<file path="config.mk">
export PLATFORM = sky130hd
export DESIGN_NAME = tx_arbiter
export DESIGN_NICKNAME = d
export VERILOG_FILES = /design/src/rtl/tx_arbiter.sv
export SDC_FILE = /design/constraint.sdc
export NUM_CORES = 1
export LEC_CHECK = 0
export BUFFER_PORTS_ARGS = -buffer_cell sky130_fd_sc_hd__buf_2
export CAP_MARGIN = 20
export CORE_MARGIN = 2
export CORE_UTILIZATION = 40
export CTS_CLUSTER_DIAMETER = 100
export DETAILED_ROUTE_END_ITERATION = 8
export GPL_ROUTABILITY_DRIVEN = 1
export PLACE_DENSITY = 0.8
export SETUP_SLACK_MARGIN = 0.5
export SLEW_MARGIN = 30
export SYNTH_ARGS = -nofsm -noshare
export SYNTH_HDL_FRONTEND = slang
export SYNTH_SLANG_ARGS = --single-unit
</file>
<file path="constraint.sdc">
create_clock -name clk -period 1.65 [get_ports clk]
set_input_delay 0.0825 -clock clk [delete_from_list [all_inputs] [get_ports clk]]
set_output_delay 0.0825 -clock clk [all_outputs]
set_load 0.1 [all_outputs]
</file>
<file path="src/rtl/tx_arbiter.sv">
`default_nettype none
// ============================================================================
// tx_arbiter : 4-requester round-robin arbiter in front of one UART transmitter
//              (optional BUSY watchdog via TX_ARB_TIMEOUT_EN).   Rev 1.0
// ============================================================================
module tx_arbiter #(
  parameter int          N       = 8,
  parameter logic [15:0] TIMEOUT = 16'd50000
) (
  input  logic         clk,
  input  logic         rst,
  input  logic [3:0]   i_req,
  input  logic [N-1:0] i_data0,
  input  logic [N-1:0] i_data1,
  input  logic [N-1:0] i_data2,
  input  logic [N-1:0] i_data3,
  input  logic         i_tx_done,
  output logic [N-1:0] o_tx,
  output logic         o_tx_start,
  output logic [3:0]   o_ack,
  output logic [1:0]   o_grant,
  output logic         o_busy,
  output logic         o_timeout
);

  typedef enum logic [2:0] {
    IDLE  = 3'd0,
    START = 3'd1,
    BUSY  = 3'd2,
    ACK   = 3'd3
`ifdef TX_ARB_TIMEOUT_EN
    , ABORT = 3'd4
`endif
  } state_t;

  state_t       state;
  state_t       state_nx;
  logic [1:0]   last_grant;
  logic [1:0]   winner;
  logic [1:0]   cand;
  logic [N-1:0] winner_data;
  logic         take_grant;
  logic         retire;

  // Scan from farthest to nearest so the first set bit after last_grant wins.
  always_comb begin
    winner = 2'd0;
    cand   = 2'd0;
    for (int i = 4; i >= 1; i--) begin
      cand = last_grant + i[1:0];
      if (i_req[cand]) winner = cand;
    end
  end

  always_comb begin
    case (winner)
      2'd0:    winner_data = i_data0;
      2'd1:    winner_data = i_data1;
      2'd2:    winner_data = i_data2;
      default: winner_data = i_data3;
    endcase
  end

`ifdef TX_ARB_TIMEOUT_EN
  logic [15:0] tmo_cnt;
  logic        tmo_hit;

  always_ff @(posedge clk or negedge rst) begin
    if (!rst)               tmo_cnt <= 16'd0;
    else if (state == BUSY) tmo_cnt <= tmo_cnt + 16'd1;
    else                    tmo_cnt <= 16'd0;
  end

  assign tmo_hit = (tmo_cnt == TIMEOUT - 16'd1);
`else
  logic unused_timeout;
  assign unused_timeout = ^TIMEOUT;
`endif

  always_comb begin
    state_nx   = state;
    take_grant = 1'b0;
    retire     = 1'b0;
    case (state)
      IDLE: begin
        if (i_req != 4'b0000) begin
          take_grant = 1'b1;
          state_nx   = START;
        end
      end
      START: state_nx = BUSY;
      BUSY: begin
        if (i_tx_done) state_nx = ACK;
`ifdef TX_ARB_TIMEOUT_EN
        else if (tmo_hit) state_nx = ABORT;
`endif
      end
      ACK: begin
        retire   = 1'b1;
        state_nx = IDLE;
      end
`ifdef TX_ARB_TIMEOUT_EN
      ABORT: begin
        retire   = 1'b1;
        state_nx = IDLE;
      end
`endif
      default: state_nx = IDLE;
    endcase
  end

  always_ff @(posedge clk or negedge rst) begin
    if (!rst) begin
      state      <= IDLE;
      o_tx       <= '0;
      o_grant    <= 2'd0;
      last_grant <= 2'd3;
    end else begin
      state <= state_nx;
      if (take_grant) begin
        o_grant <= winner;
        o_tx    <= winner_data;
      end
      if (retire) last_grant <= o_grant;
    end
  end

  assign o_tx_start = (state == START);
  assign o_busy     = (state != IDLE);
  assign o_ack      = (state == ACK) ? (4'b0001 << o_grant) : 4'b0000;
`ifdef TX_ARB_TIMEOUT_EN
  assign o_timeout  = (state == ABORT);
`else
  assign o_timeout  = 1'b0;
`endif

endmodule
`default_nettype wire

</file>
==> impl_metrics.json <==
{
  "holdWs_ps": 222.3,
  "gp_congestion": 0.7991,
  "cp.arrival_ps": 1840,
  "synthXorXnorAreaFrac_pct": 0,
  "cp.required_ps": 1870,
  "maxSlewViolCount": 0,
  "syn_area_mm2": 0.001054,
  "clock_latency_ps": 290,
  "synthArstFlopShare_pct": 100.0,
  "ys_warn_count": 0,
  "firstDrtPassIters": 4,
  "fmax_mhz": 615.7,
  "clock_path_buffers": 2,
  "via_count": 1027,
  "synth_edf_count": 0,
  "port_buffers": 54,
  "diodes": 0,
  "slew_headroom_pct": 61.09,
  "die_y_um": 55.32,
  "overflow": 0,
  "synth_most_common_cell": "mux2i_1",
  "worstSetupPathType": "register to register",
  "synth_mux_area_share_pct": 28.38,
  "pin_count": 56,
  "path_max_fanout": 8,
  "utilization_pct": 75.76,
  "via_per_inst": 5.135,
  "dieArea_mm2": 0.003060,
  "antenna_found_initial": 0,
  "yosys.area_share.simple_pct": 10.10,
  "synth_cells": 96,
  "yosysTopAreaCellShare_pct": 28.50,
  "num_rows": 18,
  "synth_nets": 139,
  "synthDistinctLibCells": 29,
  "synth_top_family_by_area": "multiplexers",
  "htree_levels": 1,
  "grt_use_total_pct": 19.67,
  "rsz0062_at_grt": "true",
  "synth_ff_type": "dfrtp_1",
  "dp_hpwl_um": 1872,
  "tightest_slew_ps": 581.6,
  "synth_common_cells": "16 x mux2i_1, 12 x dfrtp_1, 11 x nand2_1",
  "fin_crit_sh_pct": 98.43,
  "cap_violations": 0,
  "area_growth_pct": 78.15,
  "fin_tns_setup_ps": 0,
  "cts_sinks": 14,
  "fp.dieW_um": 55.32,
  "yosysSeqAreaShare_pct": 33.49,
  "path_clk_slew_ps": 90,
  "syn_area_per_cell_um2": 10.97,
  "drt_iter0_drc": 27,
  "end_kind": "register",
  "status": "finished clean",
  "ys_seq_elements": 14,
  "synth_area_leader_cell": "dfrtp_1",
  "final-hold-violation-count": 0,
  "root_buffer": "clkbuf_4",
  "antenna_left": 0,
  "cts_tree": "done",
  "grt_pass1_vias": 1019,
  "drive_gt1_share_pct": 75.88,
  "num-nets-final": 214,
  "synth_fa_ha_area_share_pct": 4.751,
  "drt-total-wl_um": 3360,
  "grt_max_degree": 18,
  "start_util_pct": 42.53,
  "clock-skew-final_ps": 7.506,
  "core_region_area_mm2": 0.002477,
  "drc": 0,
  "hold_path_class": "input pin to asynchronous set/reset pin",
  "synth-compound-area-share_pct": 16.39,
  "setup-violations-final": 0,
  "period_needed_ps": 1624,
  "grt_pass1_wl_um": 4650,
  "wl_per_cell_um": 16.80,
  "startpoint_type": "register",
  "synthTopCellsByArea": "dfrtp_1 29%, mux2i_1 15%, mux2_4 10%",
  "cts_made_buffers": 3
}
[worst max-delay path, stage by stage, from the launching register on]
cell       delay, ps
dfstp_2          580
nand2b_4         160
o221ai_4         130
clkbuf_16        200
mux2i_1          110
mux2_4           270
o21ai_2          100
[routing by layer]
layer | vias to the layer above | track usage (%) | part of all wire [%]
met5 | - | 0 | 0
met4 | 0 | 14.29 | 3.6
met3 | 8 | 2.810 | 3.9
met2 | 39 | 36.90 | 54
met1 | 490 | 19.24 | 38
li1 | 490 | - | -
[cells by family after synthesis]
family / after synthesis
buffers and inverters: 10
AOI/OAI and AO/OA: 19
DFF: 14
muxes: 26
other: 1
and+or+nand+nor: 22
adders and majority gates: 4
[repair_timing]
item | 4_1_cts | 5_1_grt
hold buffers | 1 | 0
endpoints found under the setup margin | 28 | 20
gates resized for setup | 40 | 14
buffers inserted | 7 | 8
hold endpoints to repair | 14 | 0
gates cloned | 1 | 1
pin swaps | 12 | 4
[path summary, 6_finish.rpt]
check / start / to / slack (ps) / cells past startpoint
max in group asynchronous: rst / last_grant[0]$_DFFE_PN1P_ / 1130 / 2
hold reg to reg: o_tx[2]$_DFFE_PN0P_ / o_tx[2]$_DFFE_PN0P_ / 490 / 2
setup / recovery: last_grant[0]$_DFFE_PN1P_ / o_tx[4]$_DFFE_PN0P_ / 30 / 6
min in group clk: i_tx_done / state[1]$_DFFE_PN0P_ / 220 / 5
setup reg to reg: last_grant[0]$_DFFE_PN1P_ / o_tx[4]$_DFFE_PN0P_ / 30 / 6
hold / removal: rst / o_tx[5]$_DFFE_PN0P_ / 220 / 2
[registers in the layout, indices dropped and copies added, names as in the netlist]
register,count
last_grant,2
state,2
o_grant,2
o_tx,8
[cells in the final DEF, fill, tap and decap left out, types with 2 or more instances in the layout]
cell type / netlist / final
ha_4: 0 / 4
buf_4: 2 / 18
buf_12: 1 / 7
o311ai_4: 1 / 2
dfrtp_4: 0 / 2
inv_2: 0 / 2
nand2_1: 11 / 4
buf_6: 1 / 8
nor2_1: 3 / 2
inv_1: 5 / 2
clkbuf_4: 0 / 3
mux2i_1: 16 / 15
dfrtp_2: 0 / 2
mux2_4: 7 / 8
buf_2: 0 / 38
dfrtp_1: 12 / 8
mux2_2: 2 / 2
nand2_2: 0 / 6
dfstp_2: 2 / 2
o21ai_2: 9 / 10
[layout make-up]
cell class	count	area, um2
Clock buffer	4	26.28
Fill cell	157	600.6
Inverter	5	22.52
Multi-Input combinational cell	73	822.0
Sequential cell	14	362.8
Tap cell	30	37.54
Timing Repair Buffer	74	605.6
[metrics by stage]
stage | instances | worst slack [ps] | cell area [um2]
2_1_floorplan | 96 | -312.5 | 1122
3_3_place_gp | 178 | 59.15 | 1464
3_5_place_dp | 178 | 9.731 | 1464
4_1_cts | 191 | 15.29 | 1723
5_1_grt | 200 | -30.53 | 1877
6_report | 200 | 25.86 | 1877
Power is left out: the tool's default activity adds up to more than one toggle a clock period on the data nets, which glitch-free logic cannot reach.
